===== src/rtl/ts_form_if.sv =====
// ts_form_if: byte-in / 33-bit-word-out bundle of the TS record formatter.
//   master : the byte source and consumer of the records (testbench / upstream)
//   slave  : the formatter itself
// Signals:
//   din_8bit[7:0], din_8bit_en         TS byte stream
//   dst_mac[47:0], dst_ip[31:0],
//   dst_port[15:0]                     destination, sampled with the sync byte
//   dout_33bit[32:0], dout_33bit_en    record word, [32] marks the first word
//   pkt_done                           pulse alongside the last record word
//   sync_err, timeout_err              error pulses
interface ts_form_if;
    logic [7:0]  din_8bit;
    logic        din_8bit_en;
    logic [47:0] dst_mac;
    logic [31:0] dst_ip;
    logic [15:0] dst_port;
    logic [32:0] dout_33bit;
    logic        dout_33bit_en;
    logic        pkt_done;
    logic        sync_err;
    logic        timeout_err;

    modport master (
        output din_8bit, din_8bit_en, dst_mac, dst_ip, dst_port,
        input  dout_33bit, dout_33bit_en, pkt_done, sync_err, timeout_err
    );

    modport slave (
        input  din_8bit, din_8bit_en, dst_mac, dst_ip, dst_port,
        output dout_33bit, dout_33bit_en, pkt_done, sync_err, timeout_err
    );
endinterface


===== src/rtl/ts_form_8_32.sv =====
// ts_form_8_32: packs 188-byte MPEG-TS packets into 51-word, 33-bit records
// (4 header words carrying MAC/IP/port, then 47 payload words).
// Ports:
//   clk  system clock
//   rst  asynchronous, active-low reset
//   bus  ts_form_if.slave (byte input, destination fields, record output,
//        pkt_done / sync_err / timeout_err pulses)
//
// state   | meaning
// --------+-----------------------------------------------------------
// IDLE    | hunting for the sync byte; other bytes dropped with sync_err
// COLLECT | packing packet bytes, watching the inter-byte gap
// PAD     | packet timed out; fill bytes injected one per cycle
// GAP     | one-cycle separator after the last byte of a packet
module ts_form_8_32 #(
    parameter int          TS_LEN    = 188,
    parameter logic [7:0]  SYNC_BYTE = 8'h47,
    parameter int          GAP_MAX   = 64,
    parameter logic [7:0]  PAD_BYTE  = 8'hFF
) (
    input  logic      clk,
    input  logic      rst,
    ts_form_if.slave  bus
);

    typedef enum logic [1:0] {IDLE, COLLECT, PAD, GAP} state_t;

    localparam logic [7:0] LAST_BYTE = 8'(TS_LEN - 1);
    localparam logic [6:0] GAP_LAST  = 7'(GAP_MAX - 1);
    localparam logic [6:0] GAP_SAT   = 7'(GAP_MAX);

    state_t      state, state_nxt;
    logic [7:0]  byte_cnt;
    logic [6:0]  gap_cnt;
    logic        take;
    logic        start;
    logic [7:0]  byte_val;
    logic        serr_nxt;
    logic        tout_nxt;

    logic [31:0] word_sr;
    logic        word_vld;
    logic        word_last;
    logic [15:0] mac_lo;
    logic [31:0] ip_q;
    logic [15:0] port_q;
    logic        hdr_busy;
    logic [1:0]  hdr_idx;

    logic [32:0] dout_q;
    logic        dout_en_q;
    logic        done_q;
    logic        serr_q;
    logic        tout_q;

    always_ff @(posedge clk or negedge rst) begin
        if (!rst) state <= IDLE;
        else      state <= state_nxt;
    end

    always_comb begin
        state_nxt = state;
        take      = 1'b0;
        start     = 1'b0;
        byte_val  = bus.din_8bit;
        serr_nxt  = 1'b0;
        tout_nxt  = 1'b0;
        unique case (state)
            IDLE: begin
                if (bus.din_8bit_en) begin
                    if (bus.din_8bit == SYNC_BYTE) begin
                        start     = 1'b1;
                        take      = 1'b1;
                        state_nxt = COLLECT;
                    end else begin
                        serr_nxt = 1'b1;
                    end
                end
            end
            COLLECT: begin
                if (bus.din_8bit_en) begin
                    take = 1'b1;
                    if (byte_cnt == LAST_BYTE) state_nxt = GAP;
                end else if (gap_cnt == GAP_LAST) begin
                    tout_nxt  = 1'b1;
                    state_nxt = PAD;
                end
            end
            PAD: begin
                // external bytes are ignored while the packet is padded out
                take     = 1'b1;
                byte_val = PAD_BYTE;
                if (byte_cnt == LAST_BYTE) state_nxt = GAP;
            end
            GAP: begin
                state_nxt = IDLE;
                if (bus.din_8bit_en) serr_nxt = 1'b1;
            end
            default: state_nxt = IDLE;
        endcase
    end

    // byte packing and counters
    always_ff @(posedge clk or negedge rst) begin
        if (!rst) begin
            byte_cnt  <= '0;
            gap_cnt   <= '0;
            word_sr   <= '0;
            word_vld  <= 1'b0;
            word_last <= 1'b0;
        end else begin
            if (start)              byte_cnt <= 8'd1;
            else if (take)          byte_cnt <= byte_cnt + 8'd1;
            else if (state == GAP)  byte_cnt <= '0;

            if (take || state != COLLECT) gap_cnt <= '0;
            else if (gap_cnt != GAP_SAT)  gap_cnt <= gap_cnt + 7'd1;

            word_vld  <= 1'b0;
            word_last <= 1'b0;
            if (take) begin
                // byte_cnt is 0 in IDLE, so the sync byte lands in lane 0
                word_sr   <= {word_sr[23:0], byte_val};
                word_vld  <= (byte_cnt[1:0] == 2'd3);
                word_last <= (byte_cnt == LAST_BYTE);
            end
        end
    end

    // output stage: header words straight after sync, payload one cycle
    // after packing; the header always finishes before the first payload
    // word can be ready, so the two never compete for the output.
    always_ff @(posedge clk or negedge rst) begin
        if (!rst) begin
            mac_lo    <= '0;
            ip_q      <= '0;
            port_q    <= '0;
            hdr_busy  <= 1'b0;
            hdr_idx   <= '0;
            dout_q    <= '0;
            dout_en_q <= 1'b0;
            done_q    <= 1'b0;
            serr_q    <= 1'b0;
            tout_q    <= 1'b0;
        end else begin
            dout_en_q <= 1'b0;
            done_q    <= 1'b0;
            serr_q    <= serr_nxt;
            tout_q    <= tout_nxt;
            if (start) begin
                mac_lo    <= bus.dst_mac[15:0];
                ip_q      <= bus.dst_ip;
                port_q    <= bus.dst_port;
                dout_q    <= {1'b1, bus.dst_mac[47:16]};
                dout_en_q <= 1'b1;
                hdr_busy  <= 1'b1;
                hdr_idx   <= 2'd1;
            end else if (hdr_busy) begin
                dout_en_q <= 1'b1;
                case (hdr_idx)
                    2'd1: begin
                        dout_q  <= {1'b0, 16'h0, mac_lo};
                        hdr_idx <= 2'd2;
                    end
                    2'd2: begin
                        dout_q  <= {1'b0, ip_q};
                        hdr_idx <= 2'd3;
                    end
                    default: begin
                        dout_q   <= {1'b0, 16'h0, port_q};
                        hdr_idx  <= 2'd0;
                        hdr_busy <= 1'b0;
                    end
                endcase
            end else if (word_vld) begin
                dout_q    <= {1'b0, word_sr};
                dout_en_q <= 1'b1;
                done_q    <= word_last;
            end
        end
    end

    assign bus.dout_33bit    = dout_q;
    assign bus.dout_33bit_en = dout_en_q;
    assign bus.pkt_done      = done_q;
    assign bus.sync_err      = serr_q;
    assign bus.timeout_err   = tout_q;

endmodule


===== src/flat_wrapper.sv =====
// flat-port wrapper written by rule: the top's interface ports become plain ports
module ts_form_8_32_flat 
#(
    parameter int          TS_LEN    = 188,
    parameter logic [7:0]  SYNC_BYTE = 8'h47,
    parameter int          GAP_MAX   = 64,
    parameter logic [7:0]  PAD_BYTE  = 8'hFF
)
  (clk, rst, bus_din_8bit, bus_din_8bit_en, bus_dst_mac, bus_dst_ip, bus_dst_port, bus_dout_33bit, bus_dout_33bit_en, bus_pkt_done, bus_sync_err, bus_timeout_err);
  ts_form_if bus_i ();
  input  logic clk;
  input  logic rst;
  input wire logic [$bits(bus_i.din_8bit)-1:0] bus_din_8bit;
  input wire logic [$bits(bus_i.din_8bit_en)-1:0] bus_din_8bit_en;
  input wire logic [$bits(bus_i.dst_mac)-1:0] bus_dst_mac;
  input wire logic [$bits(bus_i.dst_ip)-1:0] bus_dst_ip;
  input wire logic [$bits(bus_i.dst_port)-1:0] bus_dst_port;
  output wire logic [$bits(bus_i.dout_33bit)-1:0] bus_dout_33bit;
  output wire logic [$bits(bus_i.dout_33bit_en)-1:0] bus_dout_33bit_en;
  output wire logic [$bits(bus_i.pkt_done)-1:0] bus_pkt_done;
  output wire logic [$bits(bus_i.sync_err)-1:0] bus_sync_err;
  output wire logic [$bits(bus_i.timeout_err)-1:0] bus_timeout_err;
  assign bus_i.din_8bit = bus_din_8bit;
  assign bus_i.din_8bit_en = bus_din_8bit_en;
  assign bus_i.dst_mac = bus_dst_mac;
  assign bus_i.dst_ip = bus_dst_ip;
  assign bus_i.dst_port = bus_dst_port;
  assign bus_dout_33bit = bus_i.dout_33bit;
  assign bus_dout_33bit_en = bus_i.dout_33bit_en;
  assign bus_pkt_done = bus_i.pkt_done;
  assign bus_sync_err = bus_i.sync_err;
  assign bus_timeout_err = bus_i.timeout_err;
  ts_form_8_32 #(.TS_LEN(TS_LEN), .SYNC_BYTE(SYNC_BYTE), .GAP_MAX(GAP_MAX), .PAD_BYTE(PAD_BYTE)) u_core (.clk(clk), .rst(rst), .bus(bus_i));
endmodule

===== config.mk =====
export PLATFORM = sky130hd
export DESIGN_NAME = ts_form_8_32_flat
export DESIGN_NICKNAME = d
export VERILOG_FILES = /design/src/rtl/ts_form_if.sv /design/src/rtl/ts_form_8_32.sv /design/src/flat_wrapper.sv
export SDC_FILE = /design/constraint.sdc
export NUM_CORES = 1
export LEC_CHECK = 0
export BUFFER_PORTS_ARGS = -buffer_cell sky130_fd_sc_hd__buf_2
export CAP_MARGIN = 20
export CORE_ASPECT_RATIO = 1.2
export CORE_MARGIN = 2
export CORE_UTILIZATION = 40
export DETAILED_ROUTE_END_ITERATION = 12
export PLACE_DENSITY = 0.62
export SYNTH_ARGS = -nofsm -noshare
export SYNTH_HDL_FRONTEND = slang
export SYNTH_SLANG_ARGS = --single-unit

===== constraint.sdc =====
create_clock -name clk -period 4.7 [get_ports clk]
set_input_delay 0.94 -clock clk [delete_from_list [all_inputs] [get_ports clk]]
set_output_delay 0.94 -clock clk [all_outputs]
set_load 0.01 [all_outputs]

* After elaboration in Yosys (flattened, before gate mapping) *
Index checks and enable logic that the tools add are counted.
W data, S select, Z words.

storage, ports and cells
  output and inout port bits = 37
  bits in registers = 155
  memory bits (read-only) = 0
  memories kept = 0
  logic and storage cells = 81
  bits in latches = 0
  bits in writable memories = 0
  input bits = 107

cells by class
  multipliers = 0
  bitwise operators = 0
  equality and inequality tests = 14
  add/subtract/negate cells = 2
  div/mod/pow operators = 0
  shift-type cells = 0
  magnitude comparators = 0
  multiplexer cells = 41
  reductions and logical operators = 8

operator list
  kind                   count
  $mux W33               3
  $pmux W32 S2           1
  $mux W8                4
  $mux W1                20
  $mux W2                7
  $mux W7                2
  $add A8 B1 Y8 const B  1
  $eq A2 B2 Y1 const B   4
  $eq A8 B7 Y1 const B   1
  $eq A8 B8 Y1 const B   1
  $pmux W2 S4            1
  $add A7 B1 Y7 const B  1
  $eq A7 B6 Y1 const B   1
  $ne A7 B7 Y1 const B   1
  $reduce_bool A3 Y1     2
  $eq A2 B1 Y1 const B   2
  $ne A2 B1 Y1 const B   2
  $pmux W2 S2            1
  $reduce_bool A2 Y1     2
  $ne A3 B2 Y1 const B   1
  $pmux W1 S3            1
  $reduce_and A3 Y1      1
  $logic_not A2 Y1       1
  $ne A2 B2 Y1 const B   1
  3 further kinds        3

* Logic depth before layout (Yosys ltp) *
Gate-level depths: netlist of run 1.

  word-level depth = 6
  mapped depth = 10
  gate-level depth less buffers = 6

* Least setup slack after synthesis of run 1 *
Ideal clock, no wire load.

  kind = in2reg
  start = input port bus_din_8bit[5]
  end = register u_core.word_sr[12]
  required time = 4.575 ns
  data arrival time = 2.281 ns
  buffers on the path = 1
  stages on the path = 5
  setup time = 0.125 ns
  setup slack = 2.295 ns
  cell sequence = nor4b_2 > nand3_1 > a21oi_4 > buf_4 > mux2_2

between the ends
  longest elaborated chain between the ends = 4

ends and longest elaborated chain
  what                    line                 RTL
  start: declaration      flat_wrapper.sv:13   input wire logic [$bits(bus_i.din_8bit)-1:0] bus_din_8bit;
  $eq A8 B7 Y1            ts_form_8_32.sv:71   if (bus.din_8bit == SYNC_BYTE) begin
  $mux W1                 ts_form_8_32.sv:71
  $mux W1                 ts_form_8_32.sv:70   if (bus.din_8bit_en) begin
  $pmux W1 S3             ts_form_8_32.sv:68   unique case (state)
  end signal: assignment  ts_form_8_32.sv:123  word_sr <= {word_sr[23:0], byte_val};
  end: declaration        ts_form_8_32.sv:41   logic [31:0] word_sr;

Every way passes these cells.
A chain may end at the register's enable or synchronous reset.

* Worst setup path in the final report of run 1 *
  start = input port bus_din_8bit[5]
  end = register u_core.dout_q[16], in the netlist u_core.bus.dout_33bit[16]

between the ends
  longest elaborated chain between the ends = 5
  elaborated cells between the ends (all ways) = 6
  those cells by class = 1 x eq/ne; 4 x mux; 1 x reduce/logical

ends and longest elaborated chain
  what                                                             line                 RTL
  $eq A8 B7 Y1 *                                                   ts_form_8_32.sv:71
  $mux W1 *                                                        ts_form_8_32.sv:71
  $mux W1 *                                                        ts_form_8_32.sv:70
  $mux W1 *                                                        ts_form_8_32.sv:68
  $reduce_bool A3 Y1 (no line) / $mux W33 (equally long branches)  -
  end signal: assignment                                           ts_form_8_32.sv:154  dout_q <= {1'b1, bus.dst_mac[47:16]};
  end signal: assignment                                           ts_form_8_32.sv:162  dout_q <= {1'b0, 16'h0, mac_lo};
  end signal: assignment                                           ts_form_8_32.sv:166  dout_q <= {1'b0, ip_q};
  end: declaration                                                 ts_form_8_32.sv:50   logic [32:0] dout_q;

Every way passes the cells marked *; elsewhere a longest branch is shown, timed or not.

==> results of run 1 <==
## power breakdown
group / internal, uW / total, uW / leakage [uW] / switching, uW
clock network: 915 / 1460 / 0.000291 / 542
registers: 1670 / 1930 / 0.00197 / 259
logic: 573 / 1190 / 0.00207 / 614
total: 3160 / 4580 / 0.00433 / 1410
## final cells by class
class,instances,area (um2)
multi-input combinational,559,3180
inverter,19,71.3
tap,224,280
sequential,155,3880
clock inverter,11,168
clock buffer,21,460
fill,1776,9280
timing repair buffer,151,795
## worst register-to-register path, cell delays in order, from the launching register on
cell and delay [ns]:
sky130_fd_sc_hd__dfrtp_1 0.43, sky130_fd_sc_hd__inv_1 0.15, sky130_fd_sc_hd__ha_1 0.26, sky130_fd_sc_hd__and2_4 0.29
sky130_fd_sc_hd__and3_4 0.64, sky130_fd_sc_hd__or3_1 0.67, sky130_fd_sc_hd__o32a_1 0.28
## worst min path at each step
| stage | startpoint | to | slack, ns | cells after the start |
|---|---|---|---|---|
| floorplan | u_core.port_q[15] | u_core.port_q[15] | 0.45 | 2 |
| global route | u_core.mac_lo[5] | u_core.mac_lo[5] | 0.49 | 2 |
| global placement | u_core.port_q[12] | u_core.port_q[12] | 0.46 | 2 |
| CTS | u_core.port_q[4] | u_core.port_q[4] | 0.48 | 2 |
| detailed placement | u_core.port_q[4] | u_core.port_q[4] | 0.46 | 2 |
| finish | u_core.mac_lo[6] | u_core.mac_lo[6] | 0.48 | 2 |
## sequential cells by signal (all words and copies together), names as in the netlist, 2 cells and up
register / flops
u_core.bus.dout_33bit: 33
u_core.byte_cnt: 8
u_core.hdr_idx: 2
u_core.mac_lo: 16
u_core.state: 2
u_core.ip_q: 32
u_core.gap_cnt: 7
u_core.word_sr: 32
u_core.port_q: 16
## cells by family (layout without fill, tap and decap cells)
logic type	after synthesis	in the layout
adder cells (fa/ha/maj)	11	11
AO/OA/AOI/OAI	119	119
buffers and inverters	73	202
flip-flops	155	155
AND/OR/NAND/NOR	366	366
XOR/XNOR	12	12
multiplexers	51	51
## per-stage QoR
step           worst slack [ns]  hold WS, ns  instances  cell area (um2)  utilization (%)
2_1_floorplan              2.29        0.446        787             7380                -
3_3_place_gp               1.53        0.459       1106             8180             45.2
3_5_place_dp               1.43        0.463       1106             8180             45.2
4_1_cts                    1.81        0.478       1138             8800             48.6
5_1_grt                    1.66        0.493       1140             8830             48.8
6_report                   1.82        0.475       1140             8830             48.8
## cells in the mapped netlist, types with 18 or more instances
cell type                  instances  share of area [%]
sky130_fd_sc_hd__dfrtp_1         155                 53
sky130_fd_sc_hd__clkbuf_1         25                1.3
sky130_fd_sc_hd__nor2_1           37                1.9
sky130_fd_sc_hd__mux2_2           20                3.1
sky130_fd_sc_hd__buf_2            18                1.2
sky130_fd_sc_hd__inv_1            18               0.92
sky130_fd_sc_hd__nand2_1         232                 12
sky130_fd_sc_hd__o21ai_0          39                2.6
sky130_fd_sc_hd__mux2i_1          27                3.7
sky130_fd_sc_hd__a21oi_1          36                2.4
sky130_fd_sc_hd__nor3_1           26                1.8
sky130_fd_sc_hd__and3_1           32                2.7
## per-layer routing
metal / share of wire [%] / wire (um)
met1: 46 / 8630
met2: 48 / 8920
met3: 4.8 / 892
met4: 1.6 / 301
met5: 0.069 / 13
==> impl_metrics.env, run 1 <==
export IMPL_clock_sinks=155
export IMPL_worst_endpoint_required_ns=5.05
export IMPL_layout_common_cells="sky130_fd_sc_hd__nand2_1 (232), sky130_fd_sc_hd__dfrtp_1 (154), sky130_fd_sc_hd__buf_2 (142)"
export IMPL_portbufs=143
export IMPL_timing_max_cap_violations=0
export IMPL_detailroute_via_count=5875
export IMPL_worst_skew_pair_late_latency_ns=0.42
export IMPL_ioPinCount=144
export IMPL_site_row_count=54
export IMPL_final_setup_skew_ns=0.00709
export IMPL_timing_setup_critical_path_class="primary input to flip-flop"
export IMPL_worst_r2r_endpoint="u_core.bus.dout_33bit[16]"
export IMPL_regToRegSetupSlack_ns=1.91
export IMPL_total_power_uw=4580
export IMPL_critical_path_max_stage_delay_ns=0.72
export IMPL_die_area_mm2=0.0196
export IMPL_cts_hold_fix_buffers=0
export IMPL_grt_antenna_before_repair=2
export IMPL_number_of_global_route_vias_before_repair=5884
export IMPL_most_used_layer_global_route="met2"
export IMPL_netlist_area_mm2=0.00738
export IMPL_finalWeightedCongestion=0.815
export IMPL_post_route_min_period_ns=2.88
export IMPL_worst_setup_path_endpoint="u_core.bus.dout_33bit[16]"
export IMPL_finalWirelength_um=18800
export IMPL_average_footprint_of_a_synthesized_cell_um2=9.38
export IMPL_yosysUniqueCellTypes=50
export IMPL_synth_top_family_by_area="simple AND/OR/NAND/NOR gates"
export IMPL_grt_met3_usage_pct=4.95
export IMPL_synthAdderAreaFrac_pct=1.87
export IMPL_grt_max_degree=98
export IMPL_starting_drc_count_in_detailed_routing=284
export IMPL_irDropWorstVdd_uv=263
export IMPL_first_pass_iters=4
export IMPL_status="finished clean"
export IMPL_coreArea_mm2=0.0181
export IMPL_dp_hpwl_um=12700
export IMPL_timing_rr_start="u_core.state[0]"
export IMPL_max_slew_margin_pct=32.5
export IMPL_synthToLayoutAreaGrowth_pct=19.7
export IMPL_synthFlopType="sky130_fd_sc_hd__dfrtp_1"
export IMPL_setup_total_negative_slack_ns=0
export IMPL_insertedDiodeCount=0
export IMPL_post_synthesis_compound_gate_area_fraction_pct=10.2
export IMPL_clock_pin_slew_on_the_worst_setup_and_hold_paths_ns=0.06
export IMPL_die_h_um=153
export IMPL_synth_xor_area_share_pct=1.42
export IMPL_htreeDepth=4
export IMPL_tritoncts="yes"
export IMPL_cts_path_max_buffers=2
export IMPL_min_delay_path_class="flip-flop to flip-flop"
export IMPL_grt_util_met1_pct=26.6
export IMPL_ant_nets=0
export IMPL_setup_viol=0
export IMPL_grt_overflow_total=0
export IMPL_die_width_um=128
export IMPL_synth_area_mux_share_pct=7.33
export IMPL_reg2reg_depth=6
export IMPL_yosysWarnings=0
export IMPL_total_leakage_power_uw=0.00433
export IMPL_synth_async_reset_ratio_pct=100
export IMPL_critical_path_buf_inv_count=1
export IMPL_yosysSeqAreaShare_pct=52.6
export IMPL_critical_path_max_fanout=59
export IMPL_synth_enable_flop_cells=0
export IMPL_path_cells="buf_2 -> nor4b_2 -> and3_4 -> or3_1 -> o32a_1"
export IMPL_crit_arrival_ns=3.23
export IMPL_postCtsResizedCells=0
export IMPL_tightest_slew_ns=1.01
export IMPL_post_route_cells_drive_above_1_share_pct=22.7
export IMPL_cts_setup_buffers=0
export IMPL_postSynthNetCount=905
export IMPL_cpLargestDelayFamily="simple AND/OR/NAND/NOR gates"
export IMPL_detail_route_drc_violations=0
export IMPL_achievable_frequency_mhz=348
export IMPL_num_nets_final=1021
export IMPL_cts_buffers=17
export IMPL_unrepaired_setup_endpoints_after_global_routing="no"
export IMPL_timing_critical_path_slowest_stage_cell="sky130_fd_sc_hd__and3_4"
export IMPL_endpoint_kind="flip-flop"
export IMPL_clockRootBuffer="sky130_fd_sc_hd__clkbuf_16"
export IMPL_start_util_pct=40.7
export IMPL_count_of_final_hold_check_violations=0
export IMPL_power_per_cell_area_mw_per_mm2=518
export IMPL_post_drt_wl_per_cell_um=16.5
export IMPL_grt_first_pass_wirelength_um=30800
export IMPL_grt_use_met2_pct=32.2
export IMPL_gr_usage_all_layers_pct=20.0
export IMPL_slew_violations=0
export IMPL_worst_setup_path_startpoint="bus_din_8bit[5]"
export IMPL_layout_cells_most_common="sky130_fd_sc_hd__nand2_1"
export IMPL_post_synth_and_or_nand_nor_area_fraction_pct=22.1
export IMPL_vias_per_cell=5.15
export IMPL_synthesis_instances=787
export IMPL_path_depth=5
export IMPL_synth_seq_cells=155
export IMPL_final_min_period_over_clock_period_pct=61.2
export IMPL_worst_setup_path_start_kind="primary input"
(Power assumes the default switching activity.)
==> inputs of run 2 (changes only) <==
- ABC_AREA: default -> 1
- PLACE_DENSITY: 0.62 -> 0.64
- clock period: 4.7 -> 2.6 ns (I/O delays scaled with it)
==> run 2 against run 1 <==
- global-route usage rose by 1.1 points
- largest cell class unchanged
- synthesized cell count increased by 27%
- critical endpoint is now u_core.word_sr[1]
- via count up 16%
- total power rose by 75%
- count of clock-buffer cells in the layout is 3 lower
- flip-flop and latch count is the same
- hold slack lost 0.41 ns
- clock skew barely moved
- worst setup slack lost 1.4 ns
- first-iteration DRC count grew 31%
==> impl_metrics.env, run 2 <==
export IMPL_grt_max_degree=90
export IMPL_layout_common_cells="sky130_fd_sc_hd__nand2_1 (464), sky130_fd_sc_hd__dfrtp_1 (155), sky130_fd_sc_hd__buf_2 (142)"
export IMPL_insertedDiodeCount=0
export IMPL_total_leakage_power_uw=0.00508
export IMPL_irDropWorstVdd_uv=672
export IMPL_regToRegSetupSlack_ns=0.40
export IMPL_setup_viol=0
export IMPL_die_h_um=155
export IMPL_starting_drc_count_in_detailed_routing=372
export IMPL_vias_per_cell=4.88
export IMPL_synth_async_reset_ratio_pct=100
export IMPL_cts_hold_fix_buffers=0
export IMPL_synth_enable_flop_cells=0
export IMPL_worst_skew_pair_late_latency_ns=0.43
export IMPL_cts_path_max_buffers=2
export IMPL_clockRootBuffer="sky130_fd_sc_hd__clkbuf_16"
export IMPL_layout_cells_most_common="sky130_fd_sc_hd__nand2_1"
export IMPL_cell_type_with_the_highest_occurrence_count_on_the_critical_path="sky130_fd_sc_hd__nand2_1"
export IMPL_critical_path_max_fanout=34
export IMPL_slew_violations=0
export IMPL_first_pass_iters=4
export IMPL_dp_hpwl_um=14500
export IMPL_postCtsResizedCells=0
export IMPL_ant_nets=0
export IMPL_synthToLayoutAreaGrowth_pct=20.9
export IMPL_detailroute_via_count=6806
export IMPL_yosysMostFrequentCell="sky130_fd_sc_hd__nand2_1"
export IMPL_netlist_top_cells_count="sky130_fd_sc_hd__nand2_1 (464), sky130_fd_sc_hd__dfrtp_1 (155), sky130_fd_sc_hd__nand3_1 (107)"
export IMPL_ys_top_cells_by_area="sky130_fd_sc_hd__dfrtp_1 (51%), sky130_fd_sc_hd__nand2_1 (23%), sky130_fd_sc_hd__nand3_1 (7.1%)"
export IMPL_unrepaired_setup_endpoints_after_global_routing="no"
export IMPL_postSynthNetCount=1118
export IMPL_coreArea_mm2=0.0187
export IMPL_status="finished clean"
export IMPL_critical_path_buf_inv_count=2
export IMPL_setup_total_negative_slack_ns=0
export IMPL_ioPinCount=144
export IMPL_finalWeightedCongestion=0.900
export IMPL_grt_overflow_total=0
export IMPL_grt_first_pass_wirelength_um=33100
export IMPL_count_of_final_hold_check_violations=0
export IMPL_netlist_area_mm2=0.00756
export IMPL_post_route_min_period_ns=2.20
export IMPL_multiInputGateArea_mm2=0.00330
export IMPL_portbufs=143
export IMPL_max_slew_margin_pct=57.7
export IMPL_synthFlopType="sky130_fd_sc_hd__dfrtp_1"
export IMPL_worst_setup_path_start_kind="flip-flop"
export IMPL_timing_final_ws_setup_ns=0.397
export IMPL_htreeDepth=4
export IMPL_gr_usage_all_layers_pct=21.1
export IMPL_number_of_global_route_vias_before_repair=6633
export IMPL_achievable_frequency_mhz=454
export IMPL_site_row_count=55
export IMPL_tritoncts="yes"
export IMPL_start_util_pct=40.4
export IMPL_grt_antenna_before_repair=0
export IMPL_yosysSeqAreaShare_pct=51.3
export IMPL_worst_endpoint_required_ns=2.96
export IMPL_filler_cell_count=1905
export IMPL_finalWirelength_um=20500
export IMPL_average_footprint_of_a_synthesized_cell_um2=7.56
export IMPL_timing_critical_path_slowest_stage_cell="sky130_fd_sc_hd__dfrtp_1"
export IMPL_clock_sinks=155
export IMPL_synthesis_instances=1000
export IMPL_clock_pin_slew_on_the_worst_setup_and_hold_paths_ns=0.06
export IMPL_die_area_mm2=0.0200
export IMPL_path_cells="inv_1 -> ha_1 -> a21oi_2 -> nand2_4 -> nand2_2 -> buf_4 -> nand2_1 -> nand2_1"
export IMPL_power_per_cell_area_mw_per_mm2=875
export IMPL_detail_route_drc_violations=0
export IMPL_yosysTopAreaCellShare_pct=51.3
export IMPL_post_drt_wl_per_cell_um=14.7
export IMPL_largest_register_ffs=33
export IMPL_yosysUniqueCellTypes=25
export IMPL_tightest_slew_ns=0.635
export IMPL_final_setup_skew_ns=0.00711
export IMPL_cts_buffers=17
export IMPL_min_delay_path_class="primary input to async pin"
export IMPL_cts_setup_buffers=0
export IMPL_post_route_cells_drive_above_1_share_pct=18.5
export IMPL_cpLargestDelayFamily="simple AND/OR/NAND/NOR gates"
export IMPL_yosysWarnings=0
export IMPL_final_min_period_over_clock_period_pct=84.7
export IMPL_yosys_top_cell_by_area="sky130_fd_sc_hd__dfrtp_1"
export IMPL_synth_seq_cells=155
export IMPL_die_width_um=130
export IMPL_layout_area_seq_mm2=0.00388
export IMPL_endpoint_kind="flip-flop"
export IMPL_critical_path_max_stage_delay_ns=0.44
export IMPL_crit_arrival_ns=2.56
export IMPL_num_nets_final=1243
export IMPL_timing_setup_critical_path_class="flip-flop to flip-flop"
export IMPL_pre_cts_ws_ns=0.426
export IMPL_timing_max_cap_violations=0
[run 2: path summary, 6_finish.rpt]
path	from	end	cells after the start
max reg2reg	u_core.state[1]	u_core.word_sr[1]	8
max in group asynchronous	rst	u_core.bus.dout_33bit[10]	2
max	u_core.state[1]	u_core.word_sr[1]	8
min in group clk	bus_dst_port[12]	u_core.port_q[12]	3
min reg2reg	u_core.port_q[8]	u_core.port_q[8]	2
min	rst	u_core.bus.timeout_err	1
[run 2: final cells by class]
type	count	share of cell area (%)
tap	256	3.50
sequential	155	42.4
timing repair buffer	164	10.2
inverter	34	1.40
clock buffer	18	4.69
multi-input combinational	753	36.0
clock inverter	14	1.77
[run 2: metal layers]
metal  vias to the layer above  track usage, %  wire [um]
met5                         -               0          0
li1                       3418               -          -
met3                        22            3.94        837
met4                         0            6.09        318
met1                      3183            27.4       9110
met2                       183            35.8      10200
[run 2: cells by family (layout without fill, tap and decap cells)]
group,Yosys count,count (layout),synth area share [%]
AOI/OAI and AO/OA,55,55,3.79
and+or+nand+nor,679,679,37.0
xor gates and xnor gates,8,8,0.926
DFF,155,155,51.3
buffers and inverters,92,230,5.14
adders and majority gates,11,11,1.82
[run 2: stage by stage]
| step | power (uW) | hold slack [ns] | cell area (um2) | util [%] | cells |
|---|---|---|---|---|---|
| after floorplan | 4730 | 0.224 | 7560 | - | 1000 |
| after global placement | 5510 | 0.458 | 8550 | 45.7 | 1362 |
| after detailed placement | 5560 | 0.463 | 8550 | 45.7 | 1362 |
| after CTS | 8080 | 0.0776 | 9140 | 48.8 | 1394 |
| after global routing | 8520 | 0.0951 | 9140 | 48.8 | 1394 |
| final | 8000 | 0.0666 | 9140 | 48.8 | 1394 |
[run 2: where the power goes]
group          switching, uW  total [uW]  leakage, uW  internal [uW]
sequential               416        3370      0.00207           2960
clock                   1050        2490     0.000272           1430
combinational           1310        2140      0.00274            825
total                   2780        8000      0.00508           5210
==> inputs of run 3 (changes only) <==
- clock period: 2.6 -> 1.8 ns (I/O delays scaled with it)
==> run 3 against run 2 <==
- count of clock-buffer cells in the layout up 2
- final cell count increased by 0.93%
- via count increased by 0.12%
- wire length down 1.8%
- global-route usage decreased by 0.084 points
- non-clock buffer count increased by 14
- core utilization up 1.3 points
- die area did not move
- sequential share of layout area is 1.1 points lower
- combinational power increased by 55%
- critical path depth stayed put
- total power up 50%
==> impl_metrics.env, run 3 (synthesized netlist as in run 2, its figures left out) <==
export IMPL_cts_setup_buffers=0
export IMPL_worst_hold_path_num_cells=3
export IMPL_grt_max_degree=63
export IMPL_endpoint_kind="flip-flop"
export IMPL_path_cells="inv_1 -> buf_4 -> ha_1 -> a21oi_4 -> nand2_4 -> buf_12 -> nand3_1 -> nand2_1"
export IMPL_layout_core_utilization_pct=50.2
export IMPL_site_row_count=55
export IMPL_max_slew_margin_pct=69.3
export IMPL_reg2reg_depth=8
export IMPL_cpLargestDelayFamily="buffers and inverters"
export IMPL_slew_violations=0
export IMPL_worst_r2r_endpoint="u_core.word_sr[14]"
export IMPL_final_min_period_over_clock_period_pct=94.2
export IMPL_clock_sinks=155
export IMPL_finalWirelength_um=20100
export IMPL_tritoncts="yes"
export IMPL_htreeDepth=4
export IMPL_tightest_slew_ns=0.460
export IMPL_min_delay_path_class="primary input to flip-flop"
export IMPL_die_h_um=155
export IMPL_detailroute_via_count=6814
export IMPL_timing_rr_start="u_core.state[0]"
export IMPL_cts_buffers=17
export IMPL_path_depth=8
export IMPL_detail_route_drc_violations=0
export IMPL_worst_skew_pair_late_latency_ns=0.43
export IMPL_hold_path_startpoint="bus_dst_mac[5]"
export IMPL_largest_register_ffs=33
export IMPL_clockRootBuffer="sky130_fd_sc_hd__clkbuf_16"
export IMPL_critical_path_max_stage_delay_ns=0.38
export IMPL_post_drt_wl_per_cell_um=14.3
export IMPL_critical_path_max_fanout=32
export IMPL_status="finished clean"
export IMPL_worst_setup_path_start_kind="flip-flop"
export IMPL_setup_viol=0
export IMPL_gr_usage_all_layers_pct=21.0
export IMPL_worst_endpoint_required_ns=2.11
export IMPL_final_setup_skew_ns=0.00865
export IMPL_layout_common_cells="sky130_fd_sc_hd__nand2_1 (463), sky130_fd_sc_hd__dfrtp_1 (155), sky130_fd_sc_hd__buf_2 (142)"
export IMPL_ioPinCount=144
export IMPL_start_util_pct=40.4
export IMPL_starting_drc_count_in_detailed_routing=367
export IMPL_die_area_mm2=0.0200
export IMPL_portbufs=143
export IMPL_vias_per_cell=4.84
export IMPL_num_nets_final=1257
export IMPL_total_leakage_power_uw=0.00523
export IMPL_clock_pin_slew_on_the_worst_setup_and_hold_paths_ns=0.06
export IMPL_worstHoldEndpoint="u_core.mac_lo[5]"
export IMPL_grt_antenna_before_repair=0
export IMPL_cts_path_max_buffers=2
export IMPL_timing_max_cap_violations=0
export IMPL_timing_setup_critical_path_class="flip-flop to flip-flop"
export IMPL_post_route_cells_drive_above_1_share_pct=19.5
export IMPL_count_of_final_hold_check_violations=0
export IMPL_total_power_uw=12000
export IMPL_die_width_um=130
export IMPL_power_per_cell_area_mw_per_mm2=1280
export IMPL_regToRegSetupSlack_ns=0.10
export IMPL_finalWeightedCongestion=0.827
export IMPL_grt_overflow_total=0
export IMPL_insertedDiodeCount=0
export IMPL_grt_first_pass_wirelength_um=33200
export IMPL_coreArea_mm2=0.0187
export IMPL_achievable_frequency_mhz=590
export IMPL_first_pass_iters=5
export IMPL_timing_critical_path_slowest_stage_cell="sky130_fd_sc_hd__dfrtp_1"
export IMPL_ant_nets=0
export IMPL_layout_cells_most_common="sky130_fd_sc_hd__nand2_1"
export IMPL_dp_hpwl_um=14500
export IMPL_crit_arrival_ns=2.01
export IMPL_number_of_global_route_vias_before_repair=6828
export IMPL_post_route_min_period_ns=1.70
export IMPL_critical_path_buf_inv_count=3
export IMPL_setup_total_negative_slack_ns=0
export IMPL_irDropWorstVdd_uv=743
export IMPL_synthToLayoutAreaGrowth_pct=24.1
## run 3: worst max-delay path by stage
stage / startpoint / end / slack (ns)
5_1_grt: u_core.state[0] / u_core.byte_cnt[4] / -0.005
4_1_cts: u_core.state[0] / u_core.gap_cnt[2] / 0.007
3_5_place_dp: bus_din_8bit[5] / u_core.bus.dout_33bit[25] / -0.001
6_report: u_core.state[0] / u_core.word_sr[14] / 0.10
3_3_place_gp: bus_din_8bit[4] / u_core.bus.dout_33bit[24] / 0.08
2_1_floorplan: u_core.state[0] / u_core.bus.dout_33bit[10] / 0.19
## run 3: what timing repair did
action,CTS,global route
setup endpoints to repair,0,54
resized for setup,0,4
hold endpoints to repair,32,0
hold buffers,1,0
## run 3: through the flow
| stage | hold WS (ns) | instances | instance area, um2 | setup slack, ns |
|---|---|---|---|---|
| floorplan | 0.0644 | 1000 | 7560 | 0.186 |
| global placement | 0.287 | 1375 | 8720 | 0.0774 |
| detailed placement | 0.286 | 1375 | 8720 | -0.00124 |
| CTS | 0.111 | 1407 | 9370 | 0.00675 |
| global route | 0.121 | 1407 | 9390 | -0.00474 |
| finish | 0.113 | 1407 | 9390 | 0.104 |
## run 3: where the power goes
part / total [uW] / switching, uW / internal (uW)
combinational: 3320 / 1970 / 1350
clock: 3830 / 1410 / 2420
sequential: 4860 / 588 / 4270
total: 12000 / 3960 / 8050
## run 3: per-layer routing
metal	vias up	GRT usage (%)	share of wire [%]
li1	3448	-	-
met1	3157	27.1	44
met2	179	35.3	49
met3	30	3.94	4.5
met4	0	7.27	2.3
met5	-	0	0
## run 3: cell type report
type | instances | area (um2)
Timing Repair Buffer | 178 | 1110
Tap cell | 256 | 320
Clock inverter | 11 | 166
Fill cell | 1935 | 9330
Inverter | 34 | 128
Clock buffer | 20 | 467
Sequential cell | 155 | 3880
Multi-Input combinational cell | 753 | 3320
## run 3: worst min-delay path, delay by kind of cell
kind | cells | cell delay (ns)
simple gates | 2 | 0.08
buf+inv | 1 | 0.07
